`src/rtl/borrow_lookahead_sub_pipe_if.sv`:
```
// borrow_lookahead_sub_pipe_if: operand/result handshake bundle for the pipelined subtractor
interface borrow_lookahead_sub_pipe_if #(parameter int WIDTH = 32);
  logic             in_valid, in_ready, b_in;
  logic [WIDTH-1:0] a, b, diff;
  logic             out_valid, out_ready, b_out, zero, neg, ovf, lt_u, lt_s;
  modport master (output in_valid, a, b, b_in, out_ready,
                  input  in_ready, out_valid, diff, b_out, zero, neg, ovf, lt_u, lt_s);
  modport slave  (input  in_valid, a, b, b_in, out_ready,
                  output in_ready, out_valid, diff, b_out, zero, neg, ovf, lt_u, lt_s);
endinterface

```
`src/rtl/borrow_lookahead_sub_pipe.sv`:
```
// borrow_lookahead_sub_pipe: two-stage borrow-lookahead a - b - b_in with compare flags
module borrow_lookahead_sub_pipe #(parameter int WIDTH = 32) (
  input logic clk,
  input logic rst_n,
  borrow_lookahead_sub_pipe_if.slave bus
);
  localparam int NC = WIDTH / 4;
  localparam int NB = WIDTH / 16;
  logic [WIDTH-1:0] g, p, s1_x, s1_g, s1_p, d;
  logic [NC-1:0]    cp, cg, s1_cp, s1_cg;
  logic [NB-1:0]    bp, bg;
  logic [NB:0]      bb;
  logic [NC:0]      cb;
  logic [WIDTH:0]   bw;
  logic             s1_bin, s1_am, s1_bm, s1_valid, s1_load, s2_load, ov;
  function automatic logic grp(input logic [3:0] pp, input logic [3:0] gg);
    return gg[3] | (pp[3] & gg[2]) | (&pp[3:2] & gg[1]) | (&pp[3:1] & gg[0]);
  endfunction
  assign g = ~bus.a & bus.b;
  assign p = ~(bus.a ^ bus.b);
  always_comb begin
    for (int c = 0; c < NC; c++) begin
      cp[c] = &p[4*c +: 4];
      cg[c] = grp(p[4*c +: 4], g[4*c +: 4]);
    end
  end
  // each borrow is a flat sum of products from the level above, never chained through siblings
  always_comb begin
    logic t;
    t = 1'b0;
    for (int k = 0; k < NB; k++) begin
      bp[k] = &s1_cp[4*k +: 4];
      bg[k] = grp(s1_cp[4*k +: 4], s1_cg[4*k +: 4]);
    end
    bb[0] = s1_bin;
    for (int k = 0; k < NB; k++) begin
      t = s1_bin;
      for (int j = 0; j <= k; j++) t = bg[j] | (bp[j] & t);
      bb[k+1] = t;
    end
    for (int k = 0; k < NB; k++)
      for (int i = 0; i < 4; i++) begin
        t = bb[k];
        for (int j = 0; j < i; j++) t = s1_cg[4*k+j] | (s1_cp[4*k+j] & t);
        cb[4*k+i] = t;
      end
    cb[NC] = bb[NB];
    for (int c = 0; c < NC; c++)
      for (int i = 0; i < 4; i++) begin
        t = cb[c];
        for (int j = 0; j < i; j++) t = s1_g[4*c+j] | (s1_p[4*c+j] & t);
        bw[4*c+i] = t;
      end
    bw[WIDTH] = cb[NC];
  end
  assign d  = s1_x ^ bw[WIDTH-1:0];
  assign ov = (s1_am ^ s1_bm) & (d[WIDTH-1] ^ s1_am);
  assign s2_load = s1_valid & (~bus.out_valid | bus.out_ready);
  assign bus.in_ready = rst_n & (~s1_valid | s2_load);
  assign s1_load = bus.in_valid & bus.in_ready;
  always_ff @(posedge clk) begin
    if (!rst_n) begin
      s1_valid      <= 1'b0;
      s1_x          <= '0;
      s1_g          <= '0;
      s1_p          <= '0;
      s1_cp         <= '0;
      s1_cg         <= '0;
      s1_bin        <= 1'b0;
      s1_am         <= 1'b0;
      s1_bm         <= 1'b0;
      bus.out_valid <= 1'b0;
      bus.diff      <= '0;
      bus.b_out     <= 1'b0;
      bus.zero      <= 1'b0;
      bus.neg       <= 1'b0;
      bus.ovf       <= 1'b0;
      bus.lt_u      <= 1'b0;
      bus.lt_s      <= 1'b0;
    end else begin
      if (s1_load) begin
        s1_x   <= bus.a ^ bus.b;
        s1_g   <= g;
        s1_p   <= p;
        s1_cp  <= cp;
        s1_cg  <= cg;
        s1_bin <= bus.b_in;
        s1_am  <= bus.a[WIDTH-1];
        s1_bm  <= bus.b[WIDTH-1];
      end
      s1_valid <= s1_load | (s1_valid & ~s2_load);
      if (s2_load) begin
        bus.diff  <= d;
        bus.b_out <= bw[WIDTH];
        bus.zero  <= ~|d;
        bus.neg   <= d[WIDTH-1];
        bus.ovf   <= ov;
        bus.lt_u  <= bw[WIDTH];
        bus.lt_s  <= d[WIDTH-1] ^ ov;
      end
      bus.out_valid <= s2_load | (bus.out_valid & ~bus.out_ready);
    end
  end
endmodule

```
`src/flat_wrapper.sv`:
```
// flat-port wrapper written by rule: the top's interface ports become plain ports
module borrow_lookahead_sub_pipe_flat 
#(parameter int WIDTH = 32)
  (clk, rst_n, bus_in_valid, bus_a, bus_b, bus_b_in, bus_out_ready, bus_in_ready, bus_out_valid, bus_diff, bus_b_out, bus_zero, bus_neg, bus_ovf, bus_lt_u, bus_lt_s);
  borrow_lookahead_sub_pipe_if #(.WIDTH(WIDTH)) bus_i ();
  input logic clk;
  input logic rst_n;
  input wire logic [$bits(bus_i.in_valid)-1:0] bus_in_valid;
  input wire logic [$bits(bus_i.a)-1:0] bus_a;
  input wire logic [$bits(bus_i.b)-1:0] bus_b;
  input wire logic [$bits(bus_i.b_in)-1:0] bus_b_in;
  input wire logic [$bits(bus_i.out_ready)-1:0] bus_out_ready;
  output wire logic [$bits(bus_i.in_ready)-1:0] bus_in_ready;
  output wire logic [$bits(bus_i.out_valid)-1:0] bus_out_valid;
  output wire logic [$bits(bus_i.diff)-1:0] bus_diff;
  output wire logic [$bits(bus_i.b_out)-1:0] bus_b_out;
  output wire logic [$bits(bus_i.zero)-1:0] bus_zero;
  output wire logic [$bits(bus_i.neg)-1:0] bus_neg;
  output wire logic [$bits(bus_i.ovf)-1:0] bus_ovf;
  output wire logic [$bits(bus_i.lt_u)-1:0] bus_lt_u;
  output wire logic [$bits(bus_i.lt_s)-1:0] bus_lt_s;
  assign bus_i.in_valid = bus_in_valid;
  assign bus_i.a = bus_a;
  assign bus_i.b = bus_b;
  assign bus_i.b_in = bus_b_in;
  assign bus_i.out_ready = bus_out_ready;
  assign bus_in_ready = bus_i.in_ready;
  assign bus_out_valid = bus_i.out_valid;
  assign bus_diff = bus_i.diff;
  assign bus_b_out = bus_i.b_out;
  assign bus_zero = bus_i.zero;
  assign bus_neg = bus_i.neg;
  assign bus_ovf = bus_i.ovf;
  assign bus_lt_u = bus_i.lt_u;
  assign bus_lt_s = bus_i.lt_s;
  borrow_lookahead_sub_pipe #(.WIDTH(WIDTH)) u_core (.clk(clk), .rst_n(rst_n), .bus(bus_i));
endmodule
```
`config.mk`:
```
export PLATFORM = sky130hd
export DESIGN_NAME = borrow_lookahead_sub_pipe_flat
export DESIGN_NICKNAME = d
export VERILOG_FILES = /design/src/rtl/borrow_lookahead_sub_pipe_if.sv /design/src/rtl/borrow_lookahead_sub_pipe.sv /design/src/flat_wrapper.sv
export SDC_FILE = /design/constraint.sdc
export NUM_CORES = 1
export LEC_CHECK = 0
export ABC_AREA = 0
export CORE_UTILIZATION = 30
export CTS_BUF_LIST = sky130_fd_sc_hd__clkbuf_16
export CTS_CLUSTER_SIZE = 30
export DETAILED_ROUTE_END_ITERATION = 8
export SLEW_MARGIN = 20
export SYNTH_ARGS = -nofsm -noshare
export SYNTH_HDL_FRONTEND = slang
export SYNTH_SLANG_ARGS = --single-unit
```
`constraint.sdc`:
```
create_clock -name clk -period 2.64 [get_ports clk]
set_clock_uncertainty 0.05 [all_clocks]
set_input_delay 0.264 -clock clk [delete_from_list [all_inputs] [get_ports clk]]
set_output_delay 0.264 -clock clk [all_outputs]
set_load 0.03 [all_outputs]
```
==> metrics.yaml, run 1 <==
critical_path:
  crit_path_start: "u_core.s1_bin$_SDFFE_PN0P_"
  arrival_ps: 2760
  r2r-start: "u_core.s1_bin$_SDFFE_PN0P_"
  critical_path_class: "reg -> reg"
  crit_path_end_kind: "flop"
  reg2regPathDepth: 8
  required_ps: 2950
  endpoint: "u_core.bus.zero$_SDFFE_PN0P_"
  worstPathMaxFanout: 6
  worstSetupStartpointType: "flop"
  r2r-end: "u_core.bus.zero$_SDFFE_PN0P_"
  reg2reg_slack_ps: 190
clock_network:
  clock-sinks: 137
  cts_resized: 0
  cts_tree: "done"
  cts_hold_buf: 0
  cts_setup_buffers: 0
  worstSkewPairLatency_ps: 420
  clockBufferDepth: 2
  cts_buffers: 17
  ctsRootBufferMaster: "clkbuf_16"
  cts-htree-levels: 4
  clk_pin_slew_ps: 60
place:
  place_hpwl_um: 12300
  place_congestion: 0.805
  dpl_worst_slack_ps: 169
  place_area_um2: 8030
  numPortBuffers: 108
synth:
  synth_edf_count: 0
  synth_flop_cell: "dfxtp_1"
  synth_mux_area_share_pct: 0.320
  async_flop_share_pct: 0
  synth_top_family_by_area: "simple AND/OR/NAND/NOR gates"
  syn_area_um2: 6640
  syn_area_per_cell_um2: 8.10
  synthSimpleGateAreaFrac_pct: 24.1
  synth_xor_area_share_pct: 3.97
  ys_types: 55
  ys_seq_area_share_pct: 41.3
  synth_top_area_share_pct: 41.3
  synth_adder_area_share_pct: 6.03
  synthCells: 820
  synth_area_leaders: "dfxtp_1 (41%), nand2_1 (10%), ha_1 (6.0%)"
  synth_compound_area_share_pct: 19.2
  yosys_warnings: 0
  syn_nets: 921
  synth_largest_area_cell: "dfxtp_1"
  ys_ff_latch: 137
cells_and_area:
  final_common_cell: "nand2_1"
  final_area_um2: 8660
  diodes: 0
  layout_common_cells: "nand2_1 (183), dfxtp_1 (135), clkdlybuf4s50_1 (106)"
  num-nets-final: 1013
  drive_above_1_share_pct: 6.71
  syn_to_final_growth_pct: 30.4
global_route:
  grt_pass1_vias: 5277
  antenna_found_initial: 0
  grt_max_degree: 71
  grt_usage_pct: 15.7
  grt-ovfl-total: 0
  grt_pass1_wl_um: 27200
detailed_routing:
  drtIter0Drc: 348
  firstDrtPassIters: 5
  ant_nets: 0
  vias_per_cell: 4.76
  drcViolationCount: 0
  drt-total-wl_um: 16900
  wire_per_inst_um: 14.0
  vias: 5726
sta:
  finalSetupViolCount: 0
  fin_crit_sh_pct: 92.9
  fin_setup_tns_ps: 0
  rsz0062_at_grt: "false"
  drv_slew: 0
  period_needed_ps: 2450
  worst_slack_ps: 186
  worstMarginPinSlew_ps: 575
  finalHoldViolations: 0
  clock.fmax_mhz: 408
  relSlewSlack_pct: 61.2
die:
  die-area_um2: 22700
  pin_count: 109
  coreArea_um2: 21800
  dieHeight_um: 151
  initial_core_util_pct: 30.5
  die_x_um: 151
  rows: 54
power_and_ir_drop:
  leakage_uw: 0.00365
  power.density_nw_per_um2: 638
  ir_worst_vdd_mv: 0.273
run_status:
  outcome: "finished clean"
min_path:
  hp-class: "in -> reg"
flow_run:
  maxCapViolations: 0
==> sequential cells by signal, indices dropped and copies added (netlist names) <==
name	cells
u_core.bus.zero	1
u_core.s1_am	1
u_core.s1_bm	1
u_core.s1_g	24
u_core.bus.lt_s	1
u_core.bus.neg	1
u_core.s1_bin	1
u_core.bus.b_out	1
u_core.s1_cg	8
u_core.bus.diff	31
u_core.s1_cp	8
u_core.s1_x	32
u_core.s1_p	24
u_core.bus.out_valid	1
u_core.bus.ovf	1
u_core.s1_valid	1
==> critical path, stage by stage, from the launching register on <==
cell,delay [ps]
dfxtp_2,340
a211o_1,330
a31o_4,250
or3_1,360
a221oi_2,280
o2111ai_1,140
and3b_1,240
and4_4,230
a41o_1,170
==> worst min-delay path by stage <==
stage | from | endpoint | slack [ps] | cells after the start
floorplan | bus_b_in | u_core.s1_bin$_SDFFE_PN0P_ | 310 | 2
global placement | u_core.s1_bm$_SDFFE_PN0P_ | u_core.s1_bm$_SDFFE_PN0P_ | 400 | 2
detailed placement | u_core.s1_g[12]$_SDFFE_PN0P_ | u_core.s1_g[12]$_SDFFE_PN0P_ | 400 | 2
CTS | rst_n | u_core.s1_x[7]$_SDFFE_PN0P_ | 140 | 2
global route | rst_n | u_core.s1_x[7]$_SDFFE_PN0P_ | 150 | 2
finish | rst_n | u_core.s1_x[7]$_SDFFE_PN0P_ | 160 | 2
==> cell usage after synthesis, types with 15 or more instances <==
library cell and number:
and2_1 52, nand2_1 184, nor2_1 16, ha_1 32
a21boi_0 43, clkbuf_1 40, inv_1 39, xor2_1 15
o21ai_0 66, a21oi_1 28, dfxtp_1 137, nand3_1 48
==> cells by family (layout without fill, tap and decap cells) <==
| family | Yosys count | count (layout) |
|---|---|---|
| adders and majority gates | 32 | 32 |
| buffers and inverters | 87 | 191 |
| and+or+nand+nor | 342 | 342 |
| muxes | 2 | 2 |
| DFF | 137 | 137 |
| AOI/OAI and AO/OA | 192 | 192 |
| xor gates and xnor gates | 28 | 28 |
==> routing by layer <==
layer  GRT usage [%]  wire, µm  share of wire, %
met4            4.75       210               1.2
met5               0         0                 0
met2            22.8      7190                43
met1            22.4      8610                51
met3            4.10       838               5.0
==> stage by stage <==
| step | util [%] | instances | total power (µW) | hold WS, ps |
|---|---|---|---|---|
| 6_report | 39.8 | 1204 | 5520 | 161 |
| 5_1_grt | 39.8 | 1204 | 5780 | 150 |
| 4_1_cts | 39.7 | 1204 | 5580 | 141 |
| 3_5_place_dp | 36.9 | 1173 | 3110 | 397 |
| 3_3_place_gp | 36.9 | 1173 | 3110 | 396 |
| 2_1_floorplan | - | 820 | 2770 | 313 |
==> layout make-up <==
cell class | count | area [µm²]
fillers | 2225 | 13100
multi-input cells | 596 | 3590
flip-flops and latches | 137 | 2750
repair buffers | 121 | 1220
clock buffers | 17 | 425
well taps | 280 | 350
clock inverters | 14 | 183
inverters | 39 | 146
==> report_power, final <==
group          switching, µW  leakage, µW  internal (µW)  total [µW]
combinational            422      0.00223            377         799
clock                    892     0.000299           1560        2460
sequential              91.8      0.00112           2180        2270
No activity file was read; power rests on OpenSTA's default activity.
==> run 2: changes to the inputs <==
- CORE_ASPECT_RATIO: unset -> 0.6
==> metrics.yaml, run 2 (synthesized netlist as in run 1, its figures left out) <==
cells_and_area:
  final_area_um2: 8630
  top_regs: "u_core.s1_x (32), u_core.bus.diff (31)"
  num-nets-final: 1013
  diodes: 0
  top_register: "u_core.s1_x"
  final_cell_count_no_fill: 1204
  final_common_cell: "nand2_1"
  drive_above_1_share_pct: 6.38
  largest_reg_flops: 32
  finalCoreUtilization_pct: 40.4
  layout_common_cells: "nand2_1 (183), dfxtp_1 (137), clkdlybuf4s50_1 (107)"
  syn_to_final_growth_pct: 29.8
die:
  pin_count: 109
  dieHeight_um: 117
  coreArea_um2: 21300
  die-area_um2: 22800
  initial_core_util_pct: 31.1
  rows: 41
  die_x_um: 194
power_and_ir_drop:
  ir_worst_vdd_mv: 0.428
  leakage_uw: 0.00361
  power.density_nw_per_um2: 628
clock_network:
  clock-sinks: 137
  cts_setup_buffers: 0
  clk_pin_slew_ps: 60
  cts_resized: 0
  clockBufferDepth: 2
  cts_hold_buf: 0
  worstSkewPairLatency_ps: 420
  cts_tree: "done"
  cts_buffers: 17
  ctsRootBufferMaster: "clkbuf_16"
  cts-htree-levels: 4
critical_path:
  required_ps: 2950
  reg2reg_slack_ps: 190
  crit_path_start: "u_core.s1_cp[0]$_SDFFE_PN0P_"
  worstSetupStartpointType: "flop"
  critical_path_class: "reg -> reg"
  arrival_ps: 2760
  r2r-end: "u_core.bus.zero$_SDFFE_PN0P_"
  endpoint: "u_core.bus.zero$_SDFFE_PN0P_"
  crit_path_end_kind: "flop"
  worstPathMaxFanout: 7
  reg2regPathDepth: 8
  r2r-start: "u_core.s1_cp[0]$_SDFFE_PN0P_"
sta:
  worstMarginPinSlew_ps: 833
  drv_slew: 0
  rsz0062_at_grt: "false"
  worst_slack_ps: 189
  relSlewSlack_pct: 44.4
  fin_crit_sh_pct: 92.8
  fin_setup_tns_ps: 0
  clock.fmax_mhz: 408
  finalSetupViolCount: 0
  period_needed_ps: 2450
  finalHoldViolations: 0
detailed_routing:
  ant_nets: 0
  drtIter0Drc: 490
  vias_per_cell: 4.78
  vias: 5755
  firstDrtPassIters: 5
  drt-total-wl_um: 17900
  wire_per_inst_um: 14.8
  drcViolationCount: 0
global_route:
  grt-ovfl-total: 0
  grt_max_degree: 93
  grt_pass1_wl_um: 28400
  grt_pass1_vias: 5078
  grt_usage_pct: 16.3
  antenna_found_initial: 0
run_status:
  outcome: "finished clean"
place:
  place_congestion: 0.818
  dpl_worst_slack_ps: 125
  placedCellCount: 1172
  numPortBuffers: 108
  place_area_um2: 8040
  place_hpwl_um: 13000
min_path:
  hp-class: "in -> reg"
  hold_depth: 3
flow_run:
  maxCapViolations: 0
-- run 2: changes by cell type in the layout (fill, tap and decap cells not counted), sizes merged --
cell	previous run	this run
clkinvlp	2	7
bufinv	4	2
clkinv	5	3
buf	15	14
clkdlybuf4s50	106	107
-- run 2: final cells by class --
cell class,count,area (µm²)
clock buffer,17,425
clock inverter,15,151
fill,2168,12700
inverter,39,146
multi-input combinational,596,3590
sequential,137,2740
tap,279,349
timing repair buffer,121,1230
-- run 2: worst min path at each step --
stage	end	start
after floorplan	u_core.s1_bin$_SDFFE_PN0P_	bus_b_in
after global placement	u_core.s1_bm$_SDFFE_PN0P_	u_core.s1_bm$_SDFFE_PN0P_
after detailed placement	u_core.s1_g[5]$_SDFFE_PN0P_	u_core.s1_g[5]$_SDFFE_PN0P_
after CTS	u_core.s1_x[3]$_SDFFE_PN0P_	rst_n
after global routing	u_core.s1_bin$_SDFFE_PN0P_	bus_b_in
final	u_core.s1_bin$_SDFFE_PN0P_	bus_b_in
-- run 2: metal layers --
| layer | track usage [%] | part of all wire [%] |
|---|---|---|
| met4 | 4.13 | 0.87 |
| met2 | 20.7 | 36 |
| met3 | 3.47 | 4.7 |
| met5 | 0 | 0 |
| met1 | 26.3 | 59 |
-- run 2: through the flow --
step	power (µW)	hold WS (ps)
6_report	5420	377
5_1_grt	5670	395
4_1_cts	5460	377
3_5_place_dp	3120	402
3_3_place_gp	3120	395
2_1_floorplan	2770	313
-- run 2: report_power, final --
| group | switching [µW] | internal [µW] | leakage, µW |
|---|---|---|---|
| logic | 438 | 378 | 0.00223 |
| registers | 94.2 | 2180 | 0.00112 |
| clock network | 942 | 1390 | 0.000259 |
| total | 1470 | 3940 | 0.00361 |
-- run 2: critical path, cell delays in order, from the launching register on --
cell,delay (ps)
dfxtp_1,370
a211o_1,330
a31o_1,270
or3_1,380
a221oi_2,270
o2111ai_1,140
and3b_1,220
and4_1,200
a41o_1,170
